**src/rtl/fetch_pkg.sv**
```systemverilog
// Shared encodings, field positions and branch offsets for the fetch stage.
// Pure constants and types; no timing of its own.
// No flow control; consumed by combinational decode logic.
package fetch_pkg;

   // Control FSM states
   typedef enum logic [1:0] {
      ST_IDLE = 2'd0,
      ST_RUN  = 2'd1,
      ST_HALT = 2'd2
   } state_t;

   // Instruction field bit positions within the 9-bit word
   localparam int OP_HI  = 8;
   localparam int OP_LO  = 7;
   localparam int FN_HI  = 6;
   localparam int FN_LO  = 5;
   localparam int IMM_HI = 2;
   localparam int IMM_LO = 0;

   // OP / Function encodings
   localparam logic [2:0] OP_ADD   = 3'd0;
   localparam logic [1:0] FN_ADD   = 2'b00;
   localparam logic [2:0] OP_BEQ   = 3'd0;
   localparam logic [1:0] FN_BEQ   = 2'b01;
   localparam logic [2:0] OP_HALT  = 3'd3;
   localparam logic [1:0] FN_HALT  = 2'b11;

   // Branch offsets, index 0 in the low byte: {+2,+3,+4,-1,-2,-3,-4,-8}
   localparam logic [7:0][7:0] BR_LUT = {
      8'hF8, 8'hFC, 8'hFD, 8'hFE, 8'hFF, 8'h04, 8'h03, 8'h02
   };

endpackage

```
**src/rtl/branch_lut.sv**
```systemverilog
// Maps the 3-bit branch index to its signed 8-bit PC offset.
// Purely combinational, zero latency.
// No flow control.
module branch_lut
   import fetch_pkg::*;
(
   input  logic [2:0] i_idx,
   output logic [7:0] o_off
);

   assign o_off = BR_LUT[i_idx];

endmodule

```
**src/rtl/fetch_unit.sv**
```systemverilog
// Program counter, instruction decode, BEQ resolution and start/halt control.
// Single cycle: the instruction at PC completes at the next rising edge.
// Stall freezes PC, counter and FSM (and drops Start); Valid low while stalled.
module fetch_unit
   import fetch_pkg::*;
#(
   parameter int PC_W  = 8,
   parameter int CNT_W = 16
)
(
   input  logic             Clk,
   input  logic             Reset,
   input  logic             Start,
   input  logic             Stall,
   input  logic [8:0]       Instr,
   input  logic             Zero,
   output logic [PC_W-1:0]  PC,
   output logic [2:0]       OP,
   output logic [1:0]       Function,
   output logic [7:0]       Immediate,
   output logic             Valid,
   output logic             BranchTaken,
   output logic             Done,
   output logic [CNT_W-1:0] InstrCount
);

   state_t            r_state;
   state_t            w_state_nxt;
   logic [PC_W-1:0]   r_pc;
   logic [PC_W-1:0]   w_pc_nxt;
   logic [CNT_W-1:0]  r_cnt;
   logic [CNT_W-1:0]  w_cnt_nxt;
   logic [7:0]        w_off;
   logic [PC_W-1:0]   w_off_ext;
   logic              w_is_halt;
   logic              w_is_beq;
   logic [1:0]        w_unused_bits;

   // Bits [4:3] carry no meaning for this stage
   assign w_unused_bits = Instr[4:3];

   assign OP        = {1'b0, Instr[OP_HI:OP_LO]};
   assign Function  = Instr[FN_HI:FN_LO];
   assign Immediate = {5'b0, Instr[IMM_HI:IMM_LO]};

   assign w_is_halt = (OP == OP_HALT) && (Function == FN_HALT);
   assign w_is_beq  = (OP == OP_BEQ)  && (Function == FN_BEQ);

   assign Valid       = (r_state == ST_RUN) && !Stall;
   assign BranchTaken = Valid && w_is_beq && Zero;
   assign Done        = (r_state == ST_HALT);
   assign PC          = r_pc;
   assign InstrCount  = r_cnt;

   branch_lut u_branch_lut (
      .i_idx (Instr[IMM_HI:IMM_LO]),
      .o_off (w_off)
   );

   // Offset is signed; extend to PC width so the add wraps modulo 2^PC_W
   assign w_off_ext = PC_W'($signed(w_off));

   // State, PC and counter registers with asynchronous reset
   always_ff @(posedge Clk or posedge Reset) begin
      if (Reset) begin
         r_state <= ST_IDLE;
         r_pc    <= '0;
         r_cnt   <= '0;
      end else begin
         r_state <= w_state_nxt;
         r_pc    <= w_pc_nxt;
         r_cnt   <= w_cnt_nxt;
      end
   end

   // Next-state, next-PC and retire-count logic; Stall overrides everything
   always_comb begin
      w_state_nxt = r_state;
      w_pc_nxt    = r_pc;
      w_cnt_nxt   = r_cnt;
      if (!Stall) begin
         case (r_state)
            ST_IDLE, ST_HALT: begin
               if (Start) begin
                  w_state_nxt = ST_RUN;
                  w_pc_nxt    = '0;
                  w_cnt_nxt   = '0;
               end
            end
            ST_RUN: begin
               if (w_is_halt) begin
                  w_state_nxt = ST_HALT;
               end else begin
                  w_pc_nxt = BranchTaken ? (r_pc + w_off_ext) : (r_pc + PC_W'(1));
                  if (r_cnt != {CNT_W{1'b1}})
                     w_cnt_nxt = r_cnt + CNT_W'(1);
               end
            end
            default: w_state_nxt = ST_IDLE;
         endcase
      end
   end

endmodule
```
**config.mk**
```make
export PLATFORM = sky130hd
export DESIGN_NAME = fetch_unit
export DESIGN_NICKNAME = d
export VERILOG_FILES = /design/src/rtl/fetch_pkg.sv /design/src/rtl/branch_lut.sv /design/src/rtl/fetch_unit.sv
export SDC_FILE = /design/constraint.sdc
export NUM_CORES = 1
export LEC_CHECK = 0
export CAP_MARGIN = 20
export CORE_MARGIN = 2
export CORE_UTILIZATION = 41
export DETAILED_ROUTE_END_ITERATION = 12
export PLACE_DENSITY = 0.8
export REMOVE_ABC_BUFFERS = 1
export SLEW_MARGIN = 20
export SYNTH_ARGS = -nofsm -noshare
export SYNTH_HDL_FRONTEND = slang
export SYNTH_HIERARCHICAL = 1
export SYNTH_SLANG_ARGS = --single-unit
```
**constraint.sdc**
```tcl
create_clock -name Clk -period 3.52 [get_ports Clk]
set_input_delay 0.704 -clock Clk [delete_from_list [all_inputs] [get_ports Clk]]
set_output_delay 0.704 -clock Clk [all_outputs]
set_load 0.01 [all_outputs]
```
### Word-level counts from Yosys, hierarchy flattened

Memories as Yosys holds them, arrays and structs flattened.
Index checks and enable logic that the tools add are counted.

* add/sub/neg operators: 3
* $lt $le $gt $ge: 1
* eq/ne operators: 10
* muxes and demuxes: 12
* bitwise gates (word level): 1
* reductions and logical operators: 13

Operators with widths (number)
* $mux W16: 3
* $mux W8: 4
* $pmux W16 S2: 1
* $add A16 B1 Y16 const B: 1
* $ne A16 B16 Y1 const B: 1
* $pmux W8 S2: 1
* $add A8 B1 Y8 const B: 1
* $add A8 B8 Y8: 1
* $eq A2 B2 Y1 const B: 3
* $ne A2 B2 Y1 const B: 3
* $logic_and A1 B1 Y1: 5
* $reduce_and A5 Y1: 1
* $eq A2 B1 Y1 const B: 2
* $lt A3 B4 Y1 const B: 1
* $mux W2: 2
* $pmux W2 S2: 1
* $reduce_and A4 Y1: 1
* $logic_not A3 Y1: 1
* $reduce_and A3 Y1: 1
* $logic_not A2 Y1: 1
* $ne A2 B1 Y1 const B: 1
* $reduce_bool A2 Y1: 1
* $reduce_or A2 Y1: 1
* $logic_not A1 Y1: 1
* $not A1 Y1: 1

* flip-flop bits (word level): 26
* ROM bits: 64
* input bits: 14
* output and inout port bits: 40
* word-level logic and storage cells: 44
* memories kept: 1

Memories
* (name not given): words 8, width 8, read ports 1, clocked after memory_dff 0, wr ports 0, line branch_lut.sv:11 `assign o_off = BR_LUT[i_idx];`

### Longest topological paths before layout

Gate-level depths: netlist of run 1.

* depth in word-level cells: 7
* depth in mapped cells: 10
* mapped depth without buffers: 10

### Cells and area by module

The synthesis of run 1 kept the hierarchy.

By module, submodules not included
* fetch_unit: instances 1, cells each 209, area an instance 1891.8 µm², sequential area each 650.6 µm²
* branch_lut: instances 1, cells each 9, area an instance 68.8 µm², sequential area each 0.0 µm²

### Worst setup path before layout of run 1

No wires, ideal clock.

* path type: input to register
* from: input Instr[8]
* to: register r_pc[4], in the netlist PC[4]
* setup time: 0.121 ns
* data arrival time: 3.055 ns
* required time: 3.399 ns
* setup slack: 0.344 ns
* cell stages on the path: 10
* buffers on the path: 0
* cells stage by stage: or3_4 -> nor4_4 -> or2b_1 -> ha_1 -> fa_1 -> a21o_1 -> a21oi_1 -> xnor2_1 -> a22o_1 -> a22o_1

* longest elaborated chain between the ends: 7
* elaborated cells between the ends (all ways): 11
* those cells by class: eq/ne: 2; mux: 3; reduce/logical: 6

RTL lines
* start: declaration: line fetch_unit.sv:15 `input logic [8:0] Instr,`
* $logic_not A3 Y1: line fetch_unit.sv:47 `assign w_is_beq = (OP == OP_BEQ) && (Function == FN_BEQ);`
* $logic_and A1 B1 Y1: line fetch_unit.sv:47
* $logic_and A1 B1 Y1 (2 in a row): line fetch_unit.sv:50 `assign BranchTaken = Valid && w_is_beq && Zero;`
* net BranchTaken: line fetch_unit.sv:22 `output logic BranchTaken,`
* $mux W8: line fetch_unit.sv:94 `w_pc_nxt = BranchTaken ? (r_pc + w_off_ext) : (r_pc + PC_W'(1));`
* $mux W8: line fetch_unit.sv:91 `if (w_is_halt) begin`
* $pmux W8 S2: line fetch_unit.sv:82 `case (r_state)`
* end signal: assignment: line fetch_unit.sv:71 `r_pc <= w_pc_nxt;`
* end: declaration: line fetch_unit.sv:29 `logic [PC_W-1:0] r_pc;`

The timed path passes the listed nets, and every way through them passes these cells. The select of a mux whose other input is x is not followed.
A chain may end at the register's enable or synchronous reset.

### Worst setup path after layout of run 1

* from: input Instr[8]
* to: register r_pc[6], in the netlist PC[6]

* longest elaborated chain between the ends: 7
* elaborated cells between the ends (all ways): 11
* those cells by class: eq/ne: 2; mux: 3; reduce/logical: 6

RTL lines (line)
* $logic_not A3 Y1: fetch_unit.sv:47
* $logic_and A1 B1 Y1: fetch_unit.sv:47
* $logic_and A1 B1 Y1 (2 in a row): fetch_unit.sv:50
* $mux W8: fetch_unit.sv:94
* $mux W8: fetch_unit.sv:91
* $pmux W8 S2: fetch_unit.sv:82

Several ways; a longest one is shown, not always the timed one. The select of a mux whose other input is x is not followed.

==> results of run 1 <==
## power groups by stage
stage / Clock [mW] / Combinational [mW] / Sequential [mW]
6_report: 0.193 / 0.318 / 0.419
5_1_grt: 0.207 / 0.351 / 0.430
4_1_cts: 0.196 / 0.321 / 0.418
3_5_place_dp: 0 / 0.320 / 0.424
3_3_place_gp: 0 / 0.314 / 0.422
2_1_floorplan: 0 / 0.127 / 0.437
## per-stage QoR
| stage | instances | area (µm²) | setup TNS (ps) |
|---|---|---|---|
| finish | 309 | 2444 | 0 |
| floorplan | 198 | 1807 | 0 |
| global route | 309 | 2444 | 0 |
| detailed placement | 305 | 2385 | -83.48 |
| global placement | 305 | 2385 | 0 |
| CTS | 309 | 2440 | 0 |
## layout make-up
cell class / instances / area [µm²] / share of cell area (%)
multi-input cells: 171 / 1156 / 47.31
well taps: 54 / 67.56 / 2.765
repair buffers: 53 / 510.5 / 20.89
flip-flops and latches: 26 / 650.6 / 26.63
inverters: 1 / 3.754 / 0.1536
clock buffers: 4 / 55.05 / 2.253
## cells in the final DEF (no fill, tap or decap), types with 2 or more instances in the layout
cell             netlist  final
a22o_1                 8      8
a21oi_1                4      3
o31ai_1                5      5
and2_1                 2      2
nand4_1                6      6
ha_1                   8      8
o21a_1                 2      2
o21ai_0               11     11
nand3_1               13     13
xor2_1                 5      5
nor4_1                 2      2
o311ai_0               3      3
a21boi_0               2      2
nand2_1               24     24
a21o_1                 6      6
nor2b_1                2      2
clkdlybuf4s50_1        0     45
nor3_1                 5      5
nor2_1                12     12
clkbuf_8               0      4
nand2b_1               4      4
a21oi_2                1      2
conb_1                 1      6
and3_1                 4      4
dfrtp_1               26     26
xnor2_1                4      4
and4_1                 2      2
buf_4                 18      8
nand2_2                2      2
and2_2                 6      6
## worst max path at each step
| stage | startpoint | to | slack [ps] |
|---|---|---|---|
| floorplan | Instr[8] | PC[4] | 340 |
| global placement | Instr[8] | PC[6] | 10 |
| detailed placement | Instr[8] | PC[6] | -50 |
| CTS | Instr[8] | PC[6] | 230 |
| global route | Instr[8] | PC[6] | 70 |
| finish | Instr[8] | PC[6] | 290 |
## registers in the layout, summed over array words and instances (netlist names)
signal,flops
r_state,2
InstrCount,16
PC,8
## metal layers
layer | share of wire [%] | up-vias
li1 | - | 841
met1 | 48 | 830
met2 | 48 | 34
met3 | 3.7 | 4
met4 | 0.56 | 0
met5 | 0 | -
## kinds of logic (layout without fill, tap and decap cells)
kind of cell / count (synthesis) / count (layout) / share of synthesized area (%)
buf+inv: 26 / 58 / 8.998
other cells: 1 / 6 / 0.1913
mux: 1 / 1 / 0.5106
compound gates: 52 / 52 / 20.29
fa+ha+maj: 9 / 9 / 6.127
flops: 26 / 26 / 33.18
simple gates: 94 / 94 / 26.68
xor+xnor: 9 / 9 / 4.020
## what timing repair did
item	in CTS	in global routing
hold endpoints to repair	0	0
endpoints found under the setup margin	0	1
setup buffers	0	0
gates resized for setup	0	1
==> flow_summary_export.csv, run 1 <==
group,metric,value,unit
pwr,power.leakage,1.070,nW
timing,hold_viol,0,
global_routing,top_usage_layer,"met2",
logic_synthesis,yosysUniqueCellTypes,54,
setup_path,endpoint_kind,"flip-flop",
setup_path,r2r_start,"r_state[1]",
detailed_routing,firstDrtPassIters,4,
setup_path,reg2reg_to,"PC[6]",
timing,setup_viol,0,
detailed_routing,wl_per_cell,13.86,µm
logic_synthesis,avgSynthCellArea,8.994,µm²
timing,worst_slack,293.0,ps
logic_synthesis,async_flop_share,100.0,%
finish,final_util,52.43,%
finish,fin_nets,279,
die,start_util,42.07,%
setup_path,worstPathArrival,3410,ps
run,drv_cap,0,
timing,relSlewSlack,38.50,%
logic_synthesis,syn_area,1961,µm²
die,rows,25,
finish,fillCellCount,425,
pwr,pwr-share-seq,45.1,%
min_path,min_from,"PC[7]",
clock_network,clk_latency,270,ps
detailed_routing,route.detailed.drc,0,
global_routing,use_met1,22.89,%
global_routing,antenna_found_initial,0,
clock_network,clock_tree.buffer_depth,2,
global_routing,first_global_vias,1536,
detailed_routing,via_per_inst,5.531,
logic_synthesis,yosysTopAreaCell,"dfrtp_1",
pwr,pwr-share-clk,20.8,%
timing,fmax,309.9,MHz
place,pre_cts_ws,-46.76,ps
pwr,p_sw,309.2,µW
setup_path,worstPathCellList,"clkdlybuf4s50_1 -> or3_4 -> nor4_4 -> or2b_1 -> ha_1 -> fa_1 -> a21o_1 -> a21oi_2 -> o21ai_0 -> xnor2_1 -> o31ai_1",
pwr,vdd_ir_drop_max,0.2176,mV
logic_synthesis,netlist_top_cells_count,"26 x dfrtp_1, 24 x nand2_1, 18 x buf_4, 13 x nand3_1, 12 x nor2_1",
clock_network,cts_max_level,1,
min_path,holdPathStages,1,
place,io_buffers,45,
pwr,p_int,621.2,µW
timing,hold-worst-slack,560.0,ps
timing,min_period,3227,ps
setup_path,cp.required,3700,ps
timing,worst_pin_slew,916.8,ps
global_routing,grt_max_degree,27,
pwr,powerDensity,380.7,nW/µm²
logic_synthesis,ys_ff_latch,26,
clock_network,holdBufCountCts,0,
die,die_area,5351,µm²
global_routing,grt_pass1_wl,7003,µm
global_routing,met2_usage,26.93,%
detailed_routing,ant_nets,0,
logic_synthesis,syn_inst,218,
setup_path,rrSetupSlack,820,ps
detailed_routing,num_vias,1709,
setup_path,slowest_delay,420,ps
setup_path,crit_type,"in -> reg",
logic_synthesis,post-synth-top-area-fraction,33.18,%
place,place_hpwl,3208,µm
die,die_x,73.15,µm
timing,finalCritPeriodShare,91.67,%
setup_path,slowest_stage,"clkdlybuf4s50_1",
detailed_routing,drt_iter0_drc,92,
clock_network,clkSinkCount,26,
status,outcome,"completed",
setup_path,start_kind,"primary input",
min_path,hp-class,"reg -> reg",
pwr,comb_power_share,34.2,%
finish,area_growth,24.63,%
finish,antenna_cells,0,
timing,finalMaxSlewViolations,0,
setup_path,rr_worst_depth,10,
logic_synthesis,synth_edf_count,0,
logic_synthesis,ys.flop_type,"dfrtp_1",
pwr,p_sw_share,33.23,%
global_routing,met3_usage,3.177,%
min_path,whs_endpoint,"PC[7]",
setup_path,cp_max_fo,2,
clock_network,root_buffer,"clkbuf_8",
logic_synthesis,yosysMostFrequentCell,"dfrtp_1",
clock_network,cts_buffers,3,
timing,rsz0062_at_grt,"false",
clock_network,clk_pin_slew,80,ps
global_routing,gr-total-overflow,0,
global_routing,grtUsageTotal,16.46,%
finish,drive_gt1_share,12.55,%
logic_synthesis,synthTopCellsByArea,"dfrtp_1 33%, buf_4 6.9%, ha_1 5.1%",
die,ios,54,
logic_synthesis,yosys_warnings,6,
pwr,finalPower,930.3,µW
die,core,4661,µm²
setup_path,cp_num_buf_inv,1,
place,gp_congestion,0.8084,
die,fp.dieH,73.15,µm
detailed_routing,drt_wl_total,4283,µm
clock_network,cts_tree,"yes",
setup_path,crit_cells,11,
timing,clock_skew,4.471,ps
logic_synthesis,ys_seq_area_share,33.18,%
setup_path,path_delay_family,"simple AND/OR/NAND/NOR gates",
Note: power is estimated with default switching activity, not from simulation.
==> inputs of run 2 (changes only) <==
==> constraint.sdc (replaced) <==
create_clock -name Clk -period 3.52 [get_ports Clk]
set_input_delay 0.352 -clock Clk [delete_from_list [all_inputs] [get_ports Clk]]
set_output_delay 0.352 -clock Clk [all_outputs]
set_load 0.01 [all_outputs]
==> run 2 against run 1 <==
Combinational power fell by 2%. Flip-flop and latch count did not move. Register-to-register slack got worse by 70 ps. Critical path depth did not move. Die area did not move. Final cell count fell by 1.6%. First-iteration DRC count rose by 53%. Fmax rose by 8.9%. Critical path type unchanged. Highest routed layer unchanged.
==> flow_summary_export.csv, run 2 (synthesized netlist as in run 1, its figures left out) <==
group,metric,value,unit
setup_path,reg2reg_to,"PC[6]",
finish,fillCellCount,447,
min_path,hp-class,"in -> async",
setup_path,slowest_stage,"clkdlybuf4s50_1",
timing,hold_viol,0,
pwr,comb_power_share,33.7,%
timing,worst_pin_slew,924.8,ps
timing,min_period,2964,ps
die,ios,54,
finish,layout_commonest_cell,"clkdlybuf4s50_1",
setup_path,crit_end,"PC[6]",
pwr,powerDensity,385.5,nW/µm²
pwr,p_sw_share,33.49,%
setup_path,crit_cells,11,
clock_network,root_buffer,"clkbuf_8",
place,io_buffers,45,
run,drv_cap,0,
clock_network,clkSinkCount,26,
detailed_routing,num_vias,1700,
setup_path,crit_type,"in -> reg",
place,placed_cell_area,2347,µm²
clock_network,post_cts_buffers,0,
setup_path,rrSetupSlack,750,ps
timing,setup_tns,0,ps
timing,finalCritPeriodShare,84.22,%
setup_path,rr_worst_depth,10,
clock_network,holdBufCountCts,0,
setup_path,path_delay_family,"simple AND/OR/NAND/NOR gates",
global_routing,first_global_vias,1550,
die,die_area,5351,µm²
die,fp.dieH,73.15,µm
setup_path,cp_num_buf_inv,1,
die,rows,25,
status,outcome,"completed",
setup_path,start_kind,"primary input",
setup_path,endpoint_kind,"flip-flop",
finish,fin_nets,274,
pwr,pwr-share-clk,21.2,%
detailed_routing,via_per_inst,5.592,
finish,drive_gt1_share,10.40,%
place,place_hpwl,3133,µm
setup_path,worstPathCellList,"clkdlybuf4s50_1 -> or3_4 -> nor4_4 -> or2b_1 -> ha_1 -> fa_1 -> a21o_1 -> a21oi_1 -> o21ai_0 -> xnor2_1 -> o31ai_1",
detailed_routing,drt_wl_total,4225,µm
setup_path,cp_max_fo,3,
timing,setup_viol,0,
setup_path,slowest_delay,430,ps
finish,mostFrequentLayoutCells,"45 x clkdlybuf4s50_1, 26 x dfrtp_1, 24 x nand2_1",
place,gp_congestion,0.8097,
clock_network,clk_pin_slew,100,ps
die,core,4661,µm²
global_routing,grt_max_degree,27,
pwr,pwr-share-seq,45.1,%
clock_network,clock_tree.buffer_depth,2,
pwr,vdd_ir_drop_max,0.2240,mV
global_routing,grtUsageTotal,16.24,%
global_routing,grt_pass1_wl,7051,µm
clock_network,cts_tree,"yes",
detailed_routing,ant_nets,0,
timing,rsz0062_at_grt,"false",
pwr,p_sw,310.1,µW
detailed_routing,drt_iter0_drc,141,
finish,area_growth,22.53,%
global_routing,gr-total-overflow,0,
global_routing,antenna_found_initial,0,
finish,antenna_cells,0,
setup_path,cp.required,3700,ps
timing,fmax,337.3,MHz
detailed_routing,firstDrtPassIters,4,
die,start_util,42.07,%
timing,relSlewSlack,37.97,%
finish,final_area,2402,µm²
clock_network,ctsResizeCount,0,
detailed_routing,route.detailed.drc,0,
setup_path,r2r_start,"r_state[1]",
finish,largest_register_ffs,16,
detailed_routing,wl_per_cell,13.90,µm
clock_network,clk_latency,270,ps
setup_path,critPathLaunch,"Instr[8]",
pwr,power.leakage,1.045,nW
clock_network,cts_max_level,1,
pwr,p_int,615.9,µW
clock_network,cts_buffers,3,
die,die_x,73.15,µm
setup_path,worstPathArrival,3140,ps
timing,finalMaxSlewViolations,0,
timing,clock_skew,7.948,ps
[run 2: cell types whose count changed in the layout (fill, tap and decap cells not counted)]
cell,change
buf_4,-5
a21oi_1,+1
a21oi_2,-1
[run 2: cell type report]
cell class | instances | area [µm²] | share of cell area [%]
clock buffers | 4 | 55.05 | 2.292
well taps | 54 | 67.56 | 2.813
multi-input cells | 171 | 1152 | 47.97
repair buffers | 48 | 473.0 | 19.69
flip-flops and latches | 26 | 650.6 | 27.08
inverters | 1 | 3.754 | 0.1563
[run 2: per-stage QoR]
stage	hold slack, ps	setup WS [ps]	total power, mW	utilization, %	instances
detailed placement	530.0	273.1	0.7386	50.36	300
global route	539.8	418.8	0.9869	51.54	304
floorplan	392.0	462.2	0.5633	-	198
global placement	524.1	309.7	0.7303	50.36	300
CTS	556.0	552.7	0.9351	51.54	304
finish	470.0	555.6	0.9260	51.54	304
[run 2: worst min path at each step]
stage                     endpoint  slack, ps  depth (start not counted)
floorplan            InstrCount[0]        390                          1
global placement             PC[7]        520                          1
detailed placement           PC[7]        530                          1
CTS                          PC[7]        560                          1
global route        InstrCount[12]        540                          2
finish                       PC[0]        470                          2
[run 2: worst reg2reg max path: cells and delay by family, from the launching register on]
family | cells | cell delay, ps
adders and majority gates | 2 | 620
and+or+nand+nor | 3 | 810
AOI/OAI and AO/OA | 4 | 730
DFF | 1 | 380
xor gates and xnor gates | 1 | 140
[run 2: power by group through the flow]
stage / logic, mW / clock network, mW / registers [mW]
after floorplan: 0.127 / 0 / 0.437
after global placement: 0.308 / 0 / 0.422
after detailed placement: 0.315 / 0 / 0.424
after CTS: 0.315 / 0.202 / 0.418
after global routing: 0.345 / 0.213 / 0.428
final: 0.312 / 0.196 / 0.418
[run 2: routing by layer]
metal | up-vias | share of wire, % | global-route usage, % | wire [µm]
met5 | - | 0 | 0 | 0
met3 | 2 | 4.9 | 3.591 | 206
met1 | 820 | 47 | 22.49 | 1969
li1 | 833 | - | - | -
met2 | 45 | 48 | 26.73 | 2033
met4 | 0 | 0.38 | 1.852 | 16
